File: src/rtl/aer_tx_fifo_if.sv
// aer_tx_fifo_if: sorter-side event port and off-chip AER link of aer_tx_fifo.
// "slave" is the transmitter's view, "master" is the environment's view.
interface aer_tx_fifo_if #(
  parameter int ADDR_W     = 10,
  parameter int FIFO_DEPTH = 4
);
  localparam int CNT_W = $clog2(FIFO_DEPTH + 1);

  logic [ADDR_W-1:0] EV_ADDR;
  logic              EV_VALID;
  logic              EV_READY;
  logic [CNT_W-1:0]  FIFO_COUNT;
  logic              BUSY;
  logic [ADDR_W-1:0] AERIN_ADDR;
  logic              AERIN_REQ;
  logic              AERIN_ACK;
  logic              TIMEOUT_ERR;

  modport slave (
    input  EV_ADDR, EV_VALID, AERIN_ACK,
    output EV_READY, FIFO_COUNT, BUSY, AERIN_ADDR, AERIN_REQ, TIMEOUT_ERR
  );

  modport master (
    output EV_ADDR, EV_VALID, AERIN_ACK,
    input  EV_READY, FIFO_COUNT, BUSY, AERIN_ADDR, AERIN_REQ, TIMEOUT_ERR
  );
endinterface

File: src/rtl/aer_tx_fifo.sv
// aer_tx_fifo: buffered 4-phase AER transmitter. Events enter a FIFO through a
// valid/ready port and leave one at a time over REQ/ACK with a synchronised ACK.
// Optional watchdog on REQ_HI is enabled by defining AER_TX_TIMEOUT_EN.
module aer_tx_fifo #(
  parameter int ADDR_W         = 10,
  parameter int FIFO_DEPTH     = 4,
  parameter int SYNC_STAGES    = 2,
  parameter int TIMEOUT_CYCLES = 1024
) (
  input  logic          CLK,
  input  logic          RST,
  aer_tx_fifo_if.slave  bus
);

  localparam int PTR_W = $clog2(FIFO_DEPTH);
  localparam int CNT_W = $clog2(FIFO_DEPTH + 1);
  localparam logic [CNT_W-1:0] DEPTH_C = CNT_W'(FIFO_DEPTH);

  if (FIFO_DEPTH < 2 || (FIFO_DEPTH & (FIFO_DEPTH - 1)) != 0 ||
      SYNC_STAGES < 2 || TIMEOUT_CYCLES < 1) begin : g_param_check
    $error("aer_tx_fifo: invalid parameter set");
  end

  typedef enum logic [1:0] {
    IDLE   = 2'd0,
    REQ_HI = 2'd1,
    ACK_LO = 2'd2
  } state_t;

  state_t              state_q, state_d;
  logic                req_q, req_d;
  logic [ADDR_W-1:0]   addr_q, addr_d;
  logic [PTR_W-1:0]    wr_ptr_q, wr_ptr_d;
  logic [PTR_W-1:0]    rd_ptr_q, rd_ptr_d;
  logic [CNT_W-1:0]    count_q, count_d;
  logic [SYNC_STAGES-1:0] ack_sync_q, ack_sync_d;
  logic [ADDR_W-1:0]   mem_q [FIFO_DEPTH];

  logic ack_s;
  logic fifo_empty;
  logic ev_ready;
  logic push;
  logic pop;

`ifdef AER_TX_TIMEOUT_EN
  localparam int TMO_W = $clog2(TIMEOUT_CYCLES + 1);
  localparam logic [TMO_W-1:0] TMO_LIMIT = TMO_W'(TIMEOUT_CYCLES);

  logic [TMO_W-1:0] tmo_q, tmo_d;
  logic [TMO_W-1:0] tmo_inc;
  logic             err_q, err_d;

  assign tmo_inc         = tmo_q + TMO_W'(1);
  assign bus.TIMEOUT_ERR = err_q;
`else
  assign bus.TIMEOUT_ERR = 1'b0;
`endif

  assign ack_s      = ack_sync_q[SYNC_STAGES-1];
  assign fifo_empty = (count_q == '0);

  assign bus.EV_READY   = ev_ready;
  assign bus.FIFO_COUNT = count_q;
  assign bus.BUSY       = !fifo_empty || (state_q != IDLE);
  assign bus.AERIN_ADDR = addr_q;
  assign bus.AERIN_REQ  = req_q;

  // Ready from registered occupancy only; a same-edge pop never frees a full FIFO.
  always_comb begin
    ev_ready = !RST && (count_q < DEPTH_C);
    push     = bus.EV_VALID && ev_ready;
  end

  // ACK synchroniser shift and FIFO pointer/occupancy bookkeeping.
  always_comb begin
    ack_sync_d = {ack_sync_q[SYNC_STAGES-2:0], bus.AERIN_ACK};
    wr_ptr_d   = push ? wr_ptr_q + PTR_W'(1) : wr_ptr_q;
    rd_ptr_d   = pop  ? rd_ptr_q + PTR_W'(1) : rd_ptr_q;
    count_d    = count_q;
    if (push && !pop) begin
      count_d = count_q + CNT_W'(1);
    end else if (!push && pop) begin
      count_d = count_q - CNT_W'(1);
    end
  end

  // Handshake FSM: pop and raise REQ only while the synchronised ACK is low.
  always_comb begin
    state_d = state_q;
    req_d   = req_q;
    addr_d  = addr_q;
    pop     = 1'b0;
`ifdef AER_TX_TIMEOUT_EN
    tmo_d   = tmo_q;
    err_d   = err_q;
`endif
    case (state_q)
      IDLE: begin
        if (!fifo_empty && !ack_s) begin
          pop     = 1'b1;
          req_d   = 1'b1;
          addr_d  = mem_q[rd_ptr_q];
          state_d = REQ_HI;
`ifdef AER_TX_TIMEOUT_EN
          tmo_d   = '0;
`endif
        end
      end
      REQ_HI: begin
        if (ack_s) begin
          req_d   = 1'b0;
          state_d = ACK_LO;
        end
`ifdef AER_TX_TIMEOUT_EN
        // Limit reached: abandon the in-flight event, then behave as if acked.
        else if (tmo_inc == TMO_LIMIT) begin
          req_d   = 1'b0;
          err_d   = 1'b1;
          state_d = ACK_LO;
        end else begin
          tmo_d   = tmo_inc;
        end
`endif
      end
      ACK_LO: begin
        if (!ack_s) begin
          if (!fifo_empty) begin
            pop     = 1'b1;
            req_d   = 1'b1;
            addr_d  = mem_q[rd_ptr_q];
            state_d = REQ_HI;
`ifdef AER_TX_TIMEOUT_EN
            tmo_d   = '0;
`endif
          end else begin
            state_d = IDLE;
          end
        end
      end
      default: begin
        state_d = IDLE;
        req_d   = 1'b0;
      end
    endcase
  end

  // Event storage; contents need no reset because occupancy gates every read.
  always_ff @(posedge CLK) begin
    if (push) begin
      mem_q[wr_ptr_q] <= bus.EV_ADDR;
    end
  end

  // State, outputs, pointers and synchroniser; reset discards all queued events.
  always_ff @(posedge CLK or posedge RST) begin
    if (RST) begin
      state_q    <= IDLE;
      req_q      <= 1'b0;
      addr_q     <= '0;
      wr_ptr_q   <= '0;
      rd_ptr_q   <= '0;
      count_q    <= '0;
      ack_sync_q <= '0;
`ifdef AER_TX_TIMEOUT_EN
      tmo_q      <= '0;
      err_q      <= 1'b0;
`endif
    end else begin
      state_q    <= state_d;
      req_q      <= req_d;
      addr_q     <= addr_d;
      wr_ptr_q   <= wr_ptr_d;
      rd_ptr_q   <= rd_ptr_d;
      count_q    <= count_d;
      ack_sync_q <= ack_sync_d;
`ifdef AER_TX_TIMEOUT_EN
      tmo_q      <= tmo_d;
      err_q      <= err_d;
`endif
    end
  end

endmodule
File: src/flat_wrapper.sv
// flat-port wrapper written by rule: the top's interface ports become plain ports
module aer_tx_fifo_flat 
#(
  parameter int ADDR_W         = 10,
  parameter int FIFO_DEPTH     = 4,
  parameter int SYNC_STAGES    = 2,
  parameter int TIMEOUT_CYCLES = 1024
)
  (CLK, RST, bus_EV_ADDR, bus_EV_VALID, bus_AERIN_ACK, bus_EV_READY, bus_FIFO_COUNT, bus_BUSY, bus_AERIN_ADDR, bus_AERIN_REQ, bus_TIMEOUT_ERR);
  aer_tx_fifo_if #(.ADDR_W(ADDR_W), .FIFO_DEPTH(FIFO_DEPTH)) bus_i ();
  input  logic CLK;
  input  logic RST;
  input wire logic [$bits(bus_i.EV_ADDR)-1:0] bus_EV_ADDR;
  input wire logic [$bits(bus_i.EV_VALID)-1:0] bus_EV_VALID;
  input wire logic [$bits(bus_i.AERIN_ACK)-1:0] bus_AERIN_ACK;
  output wire logic [$bits(bus_i.EV_READY)-1:0] bus_EV_READY;
  output wire logic [$bits(bus_i.FIFO_COUNT)-1:0] bus_FIFO_COUNT;
  output wire logic [$bits(bus_i.BUSY)-1:0] bus_BUSY;
  output wire logic [$bits(bus_i.AERIN_ADDR)-1:0] bus_AERIN_ADDR;
  output wire logic [$bits(bus_i.AERIN_REQ)-1:0] bus_AERIN_REQ;
  output wire logic [$bits(bus_i.TIMEOUT_ERR)-1:0] bus_TIMEOUT_ERR;
  assign bus_i.EV_ADDR = bus_EV_ADDR;
  assign bus_i.EV_VALID = bus_EV_VALID;
  assign bus_i.AERIN_ACK = bus_AERIN_ACK;
  assign bus_EV_READY = bus_i.EV_READY;
  assign bus_FIFO_COUNT = bus_i.FIFO_COUNT;
  assign bus_BUSY = bus_i.BUSY;
  assign bus_AERIN_ADDR = bus_i.AERIN_ADDR;
  assign bus_AERIN_REQ = bus_i.AERIN_REQ;
  assign bus_TIMEOUT_ERR = bus_i.TIMEOUT_ERR;
  aer_tx_fifo #(.ADDR_W(ADDR_W), .FIFO_DEPTH(FIFO_DEPTH), .SYNC_STAGES(SYNC_STAGES), .TIMEOUT_CYCLES(TIMEOUT_CYCLES)) u_core (.CLK(CLK), .RST(RST), .bus(bus_i));
endmodule
File: config.mk
export PLATFORM = sky130hd
export DESIGN_NAME = aer_tx_fifo_flat
export DESIGN_NICKNAME = d
export VERILOG_FILES = /design/src/rtl/aer_tx_fifo_if.sv /design/src/rtl/aer_tx_fifo.sv /design/src/flat_wrapper.sv
export SDC_FILE = /design/constraint.sdc
export NUM_CORES = 1
export LEC_CHECK = 0
export ABC_CLOCK_PERIOD_IN_PS = 2050
export CORE_UTILIZATION = 45
export DETAILED_ROUTE_END_ITERATION = 12
export DONT_BUFFER_PORTS = 1
export HOLD_SLACK_MARGIN = 0.15
export PLACE_DENSITY = 0.65
export SETUP_SLACK_MARGIN = 0.4
export SLEW_MARGIN = 20
export SYNTH_ARGS = -nofsm -noshare
export SYNTH_HDL_FRONTEND = slang
export SYNTH_SLANG_ARGS = --single-unit
File: constraint.sdc
create_clock -name CLK -period 2.05 [get_ports CLK]
set_input_delay 0.3075 -clock CLK [delete_from_list [all_inputs] [get_ports CLK]]
set_output_delay 0.3075 -clock CLK [all_outputs]
set_load 0.05 [all_outputs]
==> metrics <==
status completed; Gate Count Post-Synth 125; Yosys Warn Count 0; clk_skew 0.0115 ns; TritonCTS clock tree built; Flop pwr share 50.4%; Comb power frac 27.9%; register area share after synthesis 72.5%; relative slew slack 63.6%; initial detailed-routing violation count 66; CTS buffer count 9; Avg WL per Cell 16.0 um; Final Routed Wirelength 3750 um; layout cells sized above 1 37.2%; Die H 75.3 um; worst min path class input pin to flip-flop; Final Util 57.0%; Power Dens Cells 1480 nW/um^2; final hold vios 0; dpl ws 0.152 ns; via count 1140; CTS H-tree depth 3; global-route wire length before repair 5790 um; final weighted congestion in routability-driven placement 0.657; RSZ-0062 raised after global routing true; post-route minimum period 1.96 ns; total gr overflow 0; Critical Path AT 1.66 ns; vias per cell 4.87; post-synthesis cell area 2420 sq um; drt first pass iters 4; register area 1760 sq um; largest net degree at the start of global routing 14; net switching power 1620 uW; Final setup viols 0; multi-input logic area 663 sq um; final max-slew violation count 0; synthesis-stage register bit count 62; # fillers 422; Initial Util 47.0%; initial antenna violation count 0; Worst-path clk slew 0.07 ns; Die Wd 75.3 um; Die ar. 5670 sq um; gr usage total 15.5%; syn_nets 145; Post-DRT Antenna Nets 0; crit-path max FO 3; Peak VDD IR 651 uV; IO Pins 31; internal power 2740 uW; Clock power frac 21.7%; CP startpoint kind flip-flop; vias in the first global route 1189; Nets 179; Sw Ratio 37.1%; Root Driver clkbuf_8; clk_lat worst skew 0.34 ns; Syn-to-layout area delta 21.3%; Final Cycle Share 95.8%; clock buffer depth 2; CP required 1.74 ns; worst slew pin tran 0.545 ns; IO Port Bufs 0; Static Leak 0.00112 uW; DR DRC count 0; mean post-synth cell area 19.3 sq um; max_cap viols 0; Crit Path Class flip-flop to output port; Core Area 5140 sq um; Synth cell types 24; Pwr Total 4350 uW; CTS Sinks 62; FMAX 0.509 GHz; critical path endpoint category output port; Final WS setup 0.0869 ns; std cell rows 26; n_diodes 0
worst max-delay path, cell delays in order (launching register included):
cell	delay (ns)
dfrtp_2	0.40
or3_4	0.42
or3_4	0.50
Yosys cell counts (all sizes together):
cell type / count / share of area (%)
and3: 4 / 1.0
xor2: 3 / 1.1
fa: 1 / 0.83
or3: 2 / 0.72
dfrtp: 22 / 23
xnor2: 4 / 1.4
ha: 5 / 2.6
mux2: 12 / 5.6
conb: 1 / 0.16
mux4: 10 / 9.6
edfxtp: 40 / 50
nor2: 4 / 0.62
buf: 3 / 1.2
clkbuf: 1 / 0.16
and2: 2 / 0.52
nand3: 1 / 0.21
nand2: 5 / 0.88
o21ai: 1 / 0.21
inv: 4 / 0.62
metal layers:
metal / vias to the layer above / GRT usage, % / share of wire, %
met2: 26 / 25.3 / 52
met3: 9 / 4.76 / 4.5
met5: - / 0 / 0
met1: 570 / 17.0 / 41
met4: 0 / 11.7 / 2.5
li1: 535 / - / -
state kept, by name, summed over array words and instances (netlist names):
register / flops
u_core.state_q: 2
u_core.rd_ptr_q: 2
u_core.bus.AERIN_REQ: 1
u_core.bus.AERIN_ADDR: 10
u_core.mem_q: 40
u_core.ack_sync_q: 2
u_core.wr_ptr_q: 2
u_core.bus.FIFO_COUNT: 3
layout by cell type (no fill, tap or decap), types with 2 or more instances in the layout:
cell type,synthesis,routed
edfxtp_1,40,40
dfrtp_1,22,19
buf_4,1,15
dlygate4sd3_1,0,12
mux2_2,12,11
clkbuf_8,0,11
mux4_2,8,8
xnor2_1,4,4
and3_1,4,4
nand2_1,4,4
ha_1,5,4
nor2_1,4,3
inv_1,4,3
dfrtp_2,0,3
or3_4,1,2
xor2_1,3,2
mux4_1,2,2
clkinv_2,0,2
per-stage QoR:
| step | std cells | TNS, ns | cell area, sq um | hold WS (ns) |
|---|---|---|---|---|
| 2_1_floorplan | 125 | -0.178 | 2450 | 0.297 |
| 3_3_place_gp | 203 | 0 | 2600 | 0.250 |
| 3_5_place_dp | 203 | 0 | 2600 | 0.276 |
| 4_1_cts | 232 | 0 | 2910 | 0.218 |
| 5_1_grt | 234 | 0 | 2930 | 0.214 |
| 6_report | 234 | 0 | 2930 | 0.225 |
power groups by stage:
| stage | combinational, uW | sequential (uW) | clock (uW) |
|---|---|---|---|
| after CTS | 1180 | 2210 | 965 |
| after floorplan | 827 | 2280 | 0 |
| after detailed placement | 1140 | 2240 | 0 |
| final | 1220 | 2190 | 945 |
| after global placement | 1100 | 2230 | 0 |
| after global routing | 1320 | 2230 | 1020 |
path summary, 6_finish.rpt:
check	depth (start not counted)	endpoint	from	slack, ns
setup reg to reg	8	u_core.bus.FIFO_COUNT[2]$_DFFE_PP0P_	u_core.bus.FIFO_COUNT[1]$_DFFE_PP0P_	0.13
hold reg to reg	0	u_core.ack_sync_q[1]$_DFF_PP0_	u_core.ack_sync_q[0]$_DFF_PP0_	0.38
hold / removal	2	u_core.wr_ptr_q[0]$_DFFE_PP0P_	bus_EV_VALID	0.23
max in group asynchronous	3	u_core.ack_sync_q[1]$_DFF_PP0_	RST	1.04
min in group asynchronous	2	u_core.bus.FIFO_COUNT[2]$_DFFE_PP0P_	RST	0.46
setup / recovery	2	bus_BUSY	u_core.bus.FIFO_COUNT[1]$_DFFE_PP0P_	0.09
logic make-up (layout without fill, tap and decap cells):
kind of cell	after synthesis	after routing	synth area share [%]
xor+xnor	7	7	2.54
mux	22	22	15.2
compound gates	1	1	0.207
fa+ha+maj	6	6	3.42
other cells	1	1	0.155
buf+inv	8	47	2.02
flops	62	62	72.5
simple gates	18	18	3.99
area by class of cell:
class	instances	area share (%)
inverter	4	0.512
multi-input combinational	55	22.6
clock inverter	4	0.768
tap	70	2.99
clock buffer	12	5.29
timing repair buffer	27	7.94
sequential	62	59.9
repair_timing:
action | in CTS | in global routing
endpoints found under the hold margin | 53 | 0
resized for setup | 1 | 1
setup buffers | 1 | 2
pin swaps | 2 | 1
endpoints found under the setup margin | 3 | 10
hold buffers | 12 | 0
(Power assumes the default switching activity.)
